File: config.mk
export PLATFORM = sky130hd
export DESIGN_NAME = pipo_rr_arbiter
export DESIGN_NICKNAME = d
export VERILOG_FILES = /design/src/rtl/pipo_arb_pkg.sv /design/src/rtl/rr_priority_pick.sv /design/src/rtl/pipo_rr_arbiter.sv
export SDC_FILE = /design/constraint.sdc
export NUM_CORES = 1
export LEC_CHECK = 0
export ABC_AREA = 1
export ABC_CLOCK_PERIOD_IN_PS = 3100
export CELL_PAD_IN_SITES_DETAIL_PLACEMENT = 1
export CELL_PAD_IN_SITES_GLOBAL_PLACEMENT = 2
export CORE_MARGIN = 1
export CORE_UTILIZATION = 24
export CTS_CLUSTER_DIAMETER = 200
export DETAILED_ROUTE_END_ITERATION = 16
export PLACE_DENSITY = 0.88
export SETUP_SLACK_MARGIN = 0.15
export SYNTH_ARGS = -nofsm -noshare
export SYNTH_HDL_FRONTEND = slang
export SYNTH_HIERARCHICAL = 1
export SYNTH_SLANG_ARGS = --single-unit
File: constraint.sdc
create_clock -name clk -period 3.1 [get_ports clk]
set_input_delay 0.31 -clock clk [delete_from_list [all_inputs] [get_ports clk]]
set_output_delay 0.31 -clock clk [all_outputs]
set_load 0.1 [all_outputs]
File: src/rtl/pipo_arb_pkg.sv
// Shared definitions for the PIPO load-scheduling arbiter and its datapath.
// Holds the FSM state encoding and default geometry constants.
package pipo_arb_pkg;

    localparam int unsigned PIPO_N_REQ       = 4;
    localparam int unsigned PIPO_WIDTH       = 4;
    localparam int unsigned PIPO_HOLD_CYCLES = 2;

    localparam int unsigned ST_W = 1;

    typedef enum logic [ST_W-1:0] {
        ST_IDLE = 1'b0,
        ST_HOLD = 1'b1
    } arb_state_t;

endpackage

File: src/rtl/rr_priority_pick.sv
// Rotating priority encoder: first set request strictly after 'last', with wrap.
// Purely combinational; any_req flags that a winner exists.
module rr_priority_pick
    import pipo_arb_pkg::*;
#(
    parameter int unsigned N_REQ = PIPO_N_REQ
) (
    input  logic [N_REQ-1:0]         req,
    input  logic [$clog2(N_REQ)-1:0] last,
    output logic [$clog2(N_REQ)-1:0] winner,
    output logic                     any_req
);

    localparam int unsigned IDX_W = $clog2(N_REQ);

    int unsigned      w_idx;
    logic [IDX_W-1:0] w_pos;
    logic             w_found;

    // Scan offsets 1..N_REQ so 'last' itself is visited last.
    always_comb begin
        winner  = '0;
        w_found = 1'b0;
        w_idx   = 0;
        w_pos   = '0;
        for (int unsigned k = 1; k <= N_REQ; k++) begin
            w_idx = (32'(last) + k) % N_REQ;
            w_pos = IDX_W'(w_idx);
            if (!w_found && req[w_pos]) begin
                winner  = w_pos;
                w_found = 1'b1;
            end
        end
    end

    assign any_req = |req;

endmodule

File: src/rtl/pipo_rr_arbiter.sv
// Round-robin scheduler loading one requester's word into a shared PIPO register,
// holding it valid for HOLD_CYCLES cycles before the next arbitration.
module pipo_rr_arbiter
    import pipo_arb_pkg::*;
#(
    parameter int unsigned N_REQ       = PIPO_N_REQ,
    parameter int unsigned WIDTH       = PIPO_WIDTH,
    parameter int unsigned HOLD_CYCLES = PIPO_HOLD_CYCLES
) (
    input  logic                     clk,
    input  logic                     reset,
    input  logic [N_REQ-1:0]         req,
    input  logic [N_REQ*WIDTH-1:0]   data_in,
    output logic [N_REQ-1:0]         grant,
    output logic [WIDTH-1:0]         data_out,
    output logic                     out_valid,
    output logic [$clog2(N_REQ)-1:0] out_owner,
    output logic                     busy
);

    localparam int unsigned IDX_W = $clog2(N_REQ);
    localparam int unsigned CNT_W = (HOLD_CYCLES > 1) ? $clog2(HOLD_CYCLES) : 1;

    if (HOLD_CYCLES < 1) begin : g_hold_chk
        $error("pipo_rr_arbiter: HOLD_CYCLES must be at least 1");
    end
    if (N_REQ < 2 || N_REQ > 16) begin : g_nreq_chk
        $error("pipo_rr_arbiter: N_REQ must be in 2..16");
    end

    arb_state_t       r_state;
    arb_state_t       w_state_next;
    logic [N_REQ-1:0] r_grant;
    logic [WIDTH-1:0] r_data;
    logic             r_valid;
    logic [IDX_W-1:0] r_owner;
    logic [IDX_W-1:0] r_last;
    logic [CNT_W-1:0] r_hold_cnt;

    logic [IDX_W-1:0] w_winner;
    logic             w_any;
    logic [WIDTH-1:0] w_word;
    logic [N_REQ-1:0] w_onehot;
    logic             w_load;
    logic             w_hold_done;
    logic             w_busy;

    rr_priority_pick #(
        .N_REQ (N_REQ)
    ) u_pick (
        .req     (req),
        .last    (r_last),
        .winner  (w_winner),
        .any_req (w_any)
    );

    always_comb begin
        w_word   = '0;
        w_onehot = '0;
        for (int unsigned i = 0; i < N_REQ; i++) begin
            if (IDX_W'(i) == w_winner) begin
                w_word      = data_in[i*WIDTH +: WIDTH];
                w_onehot[i] = 1'b1;
            end
        end
    end

    always_ff @(posedge clk) begin
        if (reset) begin
            r_state <= ST_IDLE;
        end else begin
            r_state <= w_state_next;
        end
    end

    always_comb begin
        w_state_next = r_state;
        case (r_state)
            ST_IDLE: if (w_any) w_state_next = ST_HOLD;
            ST_HOLD: if (r_hold_cnt == '0) w_state_next = ST_IDLE;
            default: w_state_next = ST_IDLE;
        endcase
    end

    always_comb begin
        w_busy      = (r_state != ST_IDLE);
        w_load      = (r_state == ST_IDLE) && w_any;
        w_hold_done = (r_state == ST_HOLD) && (r_hold_cnt == '0);
    end

    // Data register only loads on the IDLE->HOLD transition, so data_in is ignored otherwise.
    always_ff @(posedge clk) begin
        if (reset) begin
            r_grant    <= '0;
            r_data     <= '0;
            r_valid    <= 1'b0;
            r_owner    <= '0;
            r_last     <= IDX_W'(N_REQ - 1);
            r_hold_cnt <= '0;
        end else begin
            r_grant <= '0;
            if (w_load) begin
                r_grant    <= w_onehot;
                r_data     <= w_word;
                r_valid    <= 1'b1;
                r_owner    <= w_winner;
                r_last     <= w_winner;
                r_hold_cnt <= CNT_W'(HOLD_CYCLES - 1);
            end else if (w_hold_done) begin
                r_valid <= 1'b0;
            end else if (r_state == ST_HOLD) begin
                r_hold_cnt <= r_hold_cnt - CNT_W'(1);
            end
        end
    end

    assign grant     = r_grant;
    assign data_out  = r_data;
    assign out_valid = r_valid;
    assign out_owner = r_owner;
    assign busy      = w_busy;

endmodule
# [Word level (Yosys, flattened, before mapping)]
# Cells that the tools add are included.
# W data, S select, Z words.
[word_totals] in_bits=22 elab_cells=68 out_inout_bits=12 register_bits=15
[op_classes] reduce_logical=14 mux=31 n_bitwise=3 n_lt_le_gt_ge=4 addsub=5 n_eq_ne=4
[op_table] cell="$mux W1" n=18
[op_table] cell="$mux W4" n=4
[op_table] cell="$lt A2 B3 Y1 const B" n=4
[op_table] cell="$bmux W1 S2" n=4
[op_table] cell="$mux W2" n=4
[op_table] cell="$logic_and A1 B1 Y1" n=5
[op_table] cell="$add A2 B1 Y2 const B" n=2
[op_table] cell="$add A2 B2 Y2 const B" n=2
[op_table] cell="$eq A2 B2 Y1 const A" n=2
[op_table] cell="$reduce_bool A2 Y1" n=2
[op_table] cell="$reduce_or A4 Y1" n=1
[op_table] cell="$logic_not A1 Y1" n=3
[op_table] cell="$not A1 Y1" n=3
[op_table] cell="$eq A1 B2 Y1 const A" n=1
[op_table] cell="$logic_not A2 Y1" n=1
[op_table] cell="$ne A2 B2 Y1 const B" n=1
[op_table] cell="$pmux W1 S2" n=1
[op_table] cell="$reduce_and A2 Y1" n=1
[op_table] cell="$reduce_or A2 Y1" n=1
[op_table] cell="$sub A1 B1 Y1 const B" n=1

# [Longest topological paths before layout]
# Gate-level depths: netlist (run 1).
[depth] word_depth=18 ltp_mapped=16 mapped_depth_nobuf=14

# [Hierarchy]
# Netlist (run 1), hierarchy kept.
[by_module_without_submodules] mod="pipo_rr_arbiter" n_inst=1 area_each_um2=628.1 seq_area_each_um2=300.3 cells_each=85
[by_module_without_submodules] mod="rr_priority_pick" n_inst=1 area_each_um2=301.5 seq_area_each_um2=0.0 cells_each=50

# [Worst setup path after synthesis (run 1)]
# OpenSTA, ideal clock, no wires.
[synth_path] path_type="register to register" startpoint="register r_last[0]" endpoint="register r_data[0] (netlist: data_out[0])" path_stages_with_launch=16 n_path_buf=2 t_required_ns=2.980 setup_ns=0.120 arrival_time_ns=1.498 setup_slack_ns=1.482 synth_period_minus_slack_ns=1.618 path_cell_list="dfxtp_1 buf_6 inv_6 nand2_1 nand2_2 nand2_4 nand2_4 nor2_8 nand2_2 nand3_2 nand2_1 buf_6 o21ai_0 nand3_1 nand2_1 a21oi_1"
[synth_between] elab_chain_cells=18 elab_cells_between_ends=33 cone_classes="add/sub (4); eq/ne (3); mux (19); reduce/logical (7)"
[synth_rtl] item="from (decl)" line="pipo_rr_arbiter.sv:37" text="logic [IDX_W-1:0] r_last;"
[synth_rtl] item="from (signal assigned)" line="pipo_rr_arbiter.sv:98" text="r_last <= IDX_W'(N_REQ - 1);"
[synth_rtl] item="from (signal assigned)" line="pipo_rr_arbiter.sv:107" text="r_last <= w_winner;"
[synth_rtl] item="$add A2 B1 Y2" line="rr_priority_pick.sv:27" text="w_idx = (32'(last) + k) % N_REQ;"
[synth_rtl] item="$bmux W1 S2" line="rr_priority_pick.sv:29" text="if (!w_found && req[w_pos]) begin"
[synth_rtl] item="$mux W1 (implied by the code)" line="rr_priority_pick.sv:29"
[synth_rtl] item="$mux W1" line="rr_priority_pick.sv:29"
[synth_rtl] item="$logic_not A1 Y1" line="rr_priority_pick.sv:29"
[synth_rtl] item="$logic_and A1 B1 Y1" line="rr_priority_pick.sv:29"
[synth_rtl] item="$mux W1" line="rr_priority_pick.sv:29"
[synth_rtl] item="$logic_not A1 Y1" line="rr_priority_pick.sv:29"
[synth_rtl] item="$logic_and A1 B1 Y1" line="rr_priority_pick.sv:29"
[synth_rtl] item="$mux W1" line="rr_priority_pick.sv:29"
[synth_rtl] item="$logic_not A1 Y1" line="rr_priority_pick.sv:29"
[synth_rtl] item="$logic_and A1 B1 Y1" line="rr_priority_pick.sv:29"
[synth_rtl] item="$mux W2 (*)" line="rr_priority_pick.sv:29"
[synth_rtl] item="net w_winner[0]" line="pipo_rr_arbiter.sv:40" text="logic [IDX_W-1:0] w_winner;"
[synth_rtl] item="$logic_not A2 Y1" line="pipo_rr_arbiter.sv:61" text="if (IDX_W'(i) == w_winner) begin"
[synth_rtl] item="$mux W4 (3 in a row)" line="pipo_rr_arbiter.sv:61"
[synth_rtl] item="$mux W4 (*)" line="pipo_rr_arbiter.sv:61"
[synth_rtl] item="to (signal assigned)" line="pipo_rr_arbiter.sv:104" text="r_data <= w_word;"
[synth_rtl] item="to (decl)" line="pipo_rr_arbiter.sv:34" text="logic [WIDTH-1:0] r_data;"
# Mark *: on every way through the listed nets, which the timed path passes. The rest lies on a longest branch. The select of a mux whose other input is x is not followed.
# A chain may end at the register's enable or synchronous reset.

# [Worst setup path after layout (run 1)]
[layout_path] startpoint="register r_last[0]" endpoint="register r_data[3] (netlist: data_out[3])"
# The elaborated chain is that of the path after synthesis.

==> metrics.md, run 1 <==
| Metric | Value |
|---|---|
| Total internal power | `a little under 600 µW` |
| Most frequent cells in the layout | `36 x nand2_1, 33 x clkdlybuf4s50_1, 16 x nor2_1, 15 x nand3_1, 15 x dfxtp_1` |
| Cells after Synth | `135` |
| Starting Density | `between 20% and 30%` |
| Syn nets | `157` |
| P_sw | `approximately 770 µW` |
| First-pass GRT wire length | `roughly 4.4 mm` |
| Max-slew violation count | `0` |
| Diode count | `0` |
| Combinational share of power | `67.2%` |
| DRT Pass-1 Iters | `4` |
| Via density | `~4.5` |
| Maximum VDD drop | `around 460 µV` |
| GRT Total Usage | `13.5%` |
| Setup Buffers After CTS | `0` |
| Multi-input logic area | `533 µm²` |
| Routed Antenna Nets | `0` |
| Antenna violations before repair | `0` |
| Finish-stage setup viols | `0` |
| # fillers | `493` |
| H-tree levels | `1` |
| Clock Sinks | `15` |
| Iteration-0 DRC count of the detailed router | `14` |
| I/O Buffers | `33` |
| Standard-cell row count | `22` |
| Register area share after synthesis | `approximately a third` |
| Clock share of power | `a little under an eighth` |
| TNS Setup | `0 ns` |
| Worst EP required | `3.28 ns` |
| Clock skew | `0.00635 ns` |
| Chip width | `about 64 µm` |
| Clock transition at path regs | `about 0.06 ns` |
| Clk buf depth | `2` |
| WL/cell | `between 10 and 15 µm` |
| Synth cell types | `20` |
| Sequential share of power | `21.2%` |
| Seq. cell area | `around 300 µm²` |
| Grt ovf | `0` |
| Post-cts hold buffer count | `0` |
| Leading cell type in the layout, fill and taps excluded | `nand2_1` |
| Min Tclk post-route | `between 2 and 2.5 ns` |
| Worst-path fanout max | `12` |
| #FFs+latches synth | `15` |
| Max-cap viol count | `0` |
| RSZ-0062 raised after global routing | `no` |
| Sw Share | `a little under three fifths` |
| Area Growth Syn to Fin | `41.6%` |
| Clock Tree Root | `clkbuf_8` |
| Routed WL | `about 2.6 mm` |
| Layout net count | `190` |
| Vias in the first global route | `968` |
| Share of post-route cells with drive strength above 1 | `between 10% and 20%` |
| Highest Clock Rate | `between 400 and 500 MHz` |
| Pleak | `~0.00058 µW` |
| Hold Fails Final Rpt | `0` |
| Die Y-Extent | `between 60 and 70 µm` |
| CTS tree | `done` |
| PostCTS Resize Cnt | `0` |
| Die area | `between 4000 and 5000 µm²` |
| Worst slew pin tran | `approximately 1 ns` |
| GP Congestion | `0.868` |
| CP Capture Type | `register` |
| Hold slack | `0.469 ns` |
| Worst Setup Path Type | `register to register` |
| Largest net degree at the start of global routing | `14` |
| Via count | `between 900 and 1000` |
| Worst EP arrival | `approximately 2.5 ns` |
| Power Density | `1030 nW/µm²` |
| Hold WC Path Type | `register to register` |
| Crit path launch type | `register` |
| Mapped Avg Cell Area | `between 6 and 7 µm²` |
| Total CTS buffers | `3` |
| Outcome | `complete, no violations` |
| Tcrit/Tclk final | `between 70% and 80%` |
| Mapped Area | `between 900 and 1000 µm²` |
| Hpwl dp | `between 2 and 2.5 mm` |
| Synth Warn # | `6` |
| Clk Latency, worst-skew pair | `0.25 ns` |
| Core footprint | `around 3700 µm²` |
| # DRC | `0` |
| IO Pins | `34` |
| Slew headroom | `34.0%` |
## final timing paths
check | start | slack (ns) | end | cells past startpoint
setup reg to reg | r_last[0] | 0.81 | data_out[3] | 12
setup / recovery | r_last[0] | 0.81 | data_out[3] | 12
hold reg to reg | out_owner[1] | 0.47 | out_owner[1] | 2
hold / removal | out_owner[1] | 0.47 | out_owner[1] | 2
## critical path, cell delays in order, from the launching register on
cell and delay (ns):
dfxtp_1 0.60, nand2_1 0.17, nand2_4 0.13, nand2_1 0.05
nand2_1 0.09, inv_1 0.08, nand3b_1 0.08, nand3_1 0.30
nor2_1 0.34, nand2_1 0.09, nand3_1 0.10, nand2_1 0.07
a21oi_2 0.11
## final cells by class
| cell class | count | area share [%] |
|---|---|---|
| clock inverter | 1 | 0.380 |
| inverter | 11 | 3.52 |
| multi-input combinational | 104 | 40.5 |
| tap | 48 | 4.56 |
| clock buffer | 3 | 3.14 |
| timing repair buffer | 33 | 25.1 |
| sequential | 15 | 22.8 |
## through the flow
step	area (µm²)	setup slack, ns	utilization (%)	total power (µW)	instances
6_report	1320	0.808	35.7	1350	215
5_1_grt	1320	0.452	35.7	1450	215
4_1_cts	1320	0.804	35.7	1370	215
3_5_place_dp	1270	0.666	34.4	1210	211
3_3_place_gp	1270	0.737	34.4	1180	211
2_1_floorplan	930	1.48	-	1050	135
## sequential cells by signal, indices dropped and copies added, names as in the netlist
register / flops
data_out: 4
grant: 4
out_owner: 2
r_last: 2
busy: 1
out_valid: 1
r_hold_cnt: 1
## cells by family (layout without fill, tap and decap cells)
family / count (synthesis) / in the layout / share of synthesized area [%]
flip-flops: 15 / 15 / 32.3
buffers and inverters: 16 / 48 / 10.4
AND/OR/NAND/NOR: 91 / 91 / 49.4
AO/OA/AOI/OAI: 13 / 13 / 7.94
## Yosys cell counts
master | number | area share [%]
inv_6 | 1 | 0.94
nand3_2 | 1 | 1.1
nand3b_1 | 1 | 0.81
nand2_4 | 5 | 6.1
buf_6 | 4 | 4.8
nor2_1 | 16 | 6.5
nand2_1 | 36 | 15
buf_2 | 1 | 0.54
dfxtp_1 | 15 | 32
nand4_1 | 2 | 1.3
nor3_1 | 4 | 2.2
o21ai_0 | 6 | 3.2
nand3_1 | 15 | 8.1
nor2_8 | 1 | 2.2
nand2_2 | 10 | 6.7
inv_1 | 7 | 2.8
a21oi_1 | 4 | 2.2
a21oi_2 | 2 | 1.9
inv_2 | 3 | 1.2
a31oi_1 | 1 | 0.67
## layer usage
metal | part of all wire (%) | track usage (%)
met4 | 0.51 | 5.00
met5 | 0 | 0
met1 | 43 | 15.1
met2 | 51 | 25.0
met3 | 5.0 | 2.68
## power groups by stage
| stage | Sequential (µW) | Combinational, µW | Clock, µW |
|---|---|---|---|
| after global placement | 291 | 892 | 0 |
| after global routing | 296 | 982 | 176 |
| final | 287 | 909 | 156 |
| after CTS | 289 | 917 | 161 |
| after floorplan | 599 | 447 | 0 |
| after detailed placement | 293 | 914 | 0 |
Note: power is estimated with default switching activity, not from simulation.
==> inputs of run 2 (changes only) <==
ABC_CLOCK_PERIOD_IN_PS = 1900   (was 3100)
CORE_UTILIZATION = 20   (was 24)
PLACE_DENSITY = 0.79   (was 0.88)
clock period = 1.9 ns   (was 3.1 ns; I/O delays follow)
==> metrics.md, run 2 (synthesis gave the netlist of run 1 again) <==
| Metric | Value |
|---|---|
| Clock skew | `0.000976 ns (was 0.00635 ns)` |
| Pleak | `0.000808 µW (was 0.000577 µW)` |
| Tcrit/Tclk final | `95.5% (was 73.9%)` |
| Total CTS buffers | `3 (unchanged)` |
| TNS Setup | `0 ns (unchanged)` |
| Critical R2R Capture | `data_out[2] (was data_out[3])` |
| Crit path launch type | `register (unchanged)` |
| Slew headroom | `82.8% (was 34.0%)` |
| IO Pins | `34 (unchanged)` |
| Pre-CTS WS | `-0.229 ns (was 0.666 ns)` |
| Core footprint | `4410 µm² (was 3690 µm²)` |
| Starting Density | `21.1% (was 25.2%)` |
| Via density | `4.44 (was 4.47)` |
| Highest Clock Rate | `551 MHz (was 436 MHz)` |
| Sw Share | `54.1% (was 57.2%)` |
| Diode count | `0 (unchanged)` |
| DRT Pass-1 Iters | `4 (unchanged)` |
| Combinational share of power | `75.6% (was 67.2%)` |
| H-tree levels | `1 (unchanged)` |
| Vias in the first global route | `1136 (was 968)` |
| Finished Core Util | `37.9% (was 35.7%)` |
| Largest net degree at the start of global routing | `12 (was 14)` |
| Hold WC Path Type | `register to register (unchanged)` |
| RSZ-0062 raised after global routing | `yes (was no)` |
| Iteration-0 DRC count of the detailed router | `14 (unchanged)` |
| Max-cap viol count | `0 (unchanged)` |
| Maximum VDD drop | `580 µV (was 460 µV)` |
| Hold slack | `0.481 ns (was 0.469 ns)` |
| Hold Fails Final Rpt | `0 (unchanged)` |
| Max-slew violation count | `0 (unchanged)` |
| Total internal power | `1370 µW (was 578 µW)` |
| Clock Sinks | `15 (unchanged)` |
| Leading cell type in the layout, fill and taps excluded | `buf_4 (was nand2_1)` |
| WL/cell | `13.7 µm (was 11.9 µm)` |
| I/O Buffers | `33 (unchanged)` |
| Clk Latency, worst-skew pair | `0.25 ns (about the same)` |
| # DRC | `0 (unchanged)` |
| Final Worst Setup Slack | `0.0858 ns (was 0.808 ns)` |
| Clock share of power | `8.9% (was 11.5%)` |
| Worst Setup Path Type | `register to register (unchanged)` |
| Die area | `4920 µm² (was 4130 µm²)` |
| GRT Total Usage | `14.0% (was 13.5%)` |
| Hpwl dp | `2.36 mm (was 2.11 mm)` |
| Finish-stage setup viols | `0 (unchanged)` |
| Largest stage delay on the critical path | `0.33 ns (was 0.60 ns)` |
| Antenna violations before repair | `0 (unchanged)` |
| R2R Path Start | `r_last[0] (unchanged)` |
| First-pass GRT wire length | `5.47 mm (was 4.35 mm)` |
| R2r setup slk | `0.09 ns (was 0.81 ns)` |
| Critical path origin | `r_last[0] (unchanged)` |
| Power Density | `1790 nW/µm² (was 1030 nW/µm²)` |
| Worst R2R Path Depth | `14 (was 12)` |
| Routed WL | `3.31 mm (was 2.56 mm)` |
| CP Capture Type | `register (unchanged)` |
| Outcome | `complete, no violations (unchanged)` |
| Most frequent cells in the layout | `28 x buf_4, 26 x nand2_1, 18 x clkdlybuf4s50_1, 15 x nor2_1, 14 x nand2_4 (was 36 x nand2_1, 33 x clkdlybuf4s50_1, 16 x nor2_1, 15 x nand3_1, 15 x dfxtp_1)` |
| P_sw | `1620 µW (was 774 µW)` |
| Layout net count | `212 (was 190)` |
| Clock transition at path regs | `0.06 ns (about the same)` |
| Standard-cell row count | `24 (was 22)` |
| Critical path, cell by cell | `buf_12 -> inv_12 -> nand2_4 -> nand2_4 -> nand2_4 -> nand2_4 -> nor2_8 -> nand3b_1 -> nand3_4 -> buf_6 -> o21ai_2 -> nand3_2 -> nand2_2 -> a21oi_2 (was nand2_1 -> nand2_4 -> nand2_1 -> nand2_1 -> inv_1 -> nand3b_1 -> nand3_1 -> nor2_1 -> nand2_1 -> nand3_1 -> nand2_1 -> a21oi_2)` |
| Min Tclk post-route | `1.81 ns (was 2.29 ns)` |
| Layout Cells excl Fill | `241 (was 215)` |
| Die Y-Extent | `70.2 µm (was 64.2 µm)` |
| GP Congestion | `0.792 (was 0.868)` |
| End point of the critical path | `data_out[2] (was data_out[3])` |
| Clk buf depth | `2 (unchanged)` |
| Share of post-route cells with drive strength above 1 | `48.1% (was 16.2%)` |
| Area Growth Syn to Fin | `79.8% (was 41.6%)` |
| Sequential share of power | `15.4% (was 21.2%)` |
| Worst EP arrival | `1.96 ns (was 2.47 ns)` |
| Grt ovf | `0 (unchanged)` |
| Most common cell on crit path | `nand2_4 (was nand2_1)` |
| Chip width | `70.2 µm (was 64.2 µm)` |
| Worst EP required | `2.05 ns (was 3.28 ns)` |
| Placed cells | `228 (was 211)` |
| CTS tree | `done (unchanged)` |
| Via count | `1069 (was 960)` |
| Worst slew pin tran | `0.255 ns (was 0.986 ns)` |
| Routed Antenna Nets | `0 (unchanged)` |
| Worst-path fanout max | `8 (was 12)` |
| Slowest-stage cell, CP | `dfxtp_2 (was dfxtp_1)` |
| Clock Tree Root | `clkbuf_8 (unchanged)` |
## run 2: critical path: cells and delay by family (launching register included)
kind	cells	cell delay (ns)
compound gates	2	0.17
flops	1	0.33
simple gates	9	0.81
buf+inv	3	0.39
## run 2: power by group through the flow
stage | clock network, µW | registers, µW | logic (µW)
2_1_floorplan | 0 | 977 | 729
3_3_place_gp | 0 | 459 | 1680
3_5_place_dp | 0 | 464 | 1720
4_1_cts | 277 | 461 | 2140
5_1_grt | 286 | 474 | 2390
6_report | 268 | 462 | 2260
## run 2: how the worst min path moves through the flow
stage	startpoint	end	slack, ns	depth (start not counted)
after detailed placement	out_owner[0]	out_owner[0]	0.47	2
after floorplan	reset	data_out[2]	0.44	2
after CTS	data_out[1]	data_out[1]	0.49	2
after global routing	data_out[1]	data_out[1]	0.51	2
final	data_out[3]	data_out[3]	0.48	2
after global placement	data_out[1]	data_out[1]	0.46	2
## run 2: final cells by class
class                   instances  area [µm²]
inverters                      11        58.8
clock buffers                   3        41.3
clock inverters                 1        5.00
repair buffers                 55         494
well taps                      52        65.1
multi-input cells             104         702
flip-flops and latches         15         305
fillers                       526        2740
## run 2: through the flow
| stage | area, µm² | total power [µW] |
|---|---|---|
| finish | 1670 | 2990 |
| global route | 1670 | 3150 |
| CTS | 1600 | 2880 |
| detailed placement | 1360 | 2180 |
| global placement | 1360 | 2140 |
| floorplan | 930 | 1710 |
## run 2: per-layer routing
layer / track usage, % / share of wire (%)
met5: 0 / 0
met3: 3.03 / 2.5
met1: 16.3 / 45
met4: 3.33 / 0.91
met2: 25.9 / 51
## run 2: what timing repair did
action | in CTS | in global routing
pin swaps | 21 | 16
gates resized for setup | 46 | 13
gates cloned | 1 | 0
endpoints found under the setup margin | 6 | 11
hold endpoints to repair | 0 | 0
setup buffers | 6 | 2
hold buffers | 0 | 0
==> inputs of run 3 (changes only) <==
CORE_MARGIN = not set   (was 1)
==> results of run 3 <==
No change in the layout: final DEF, timing and power equal those of run 2.
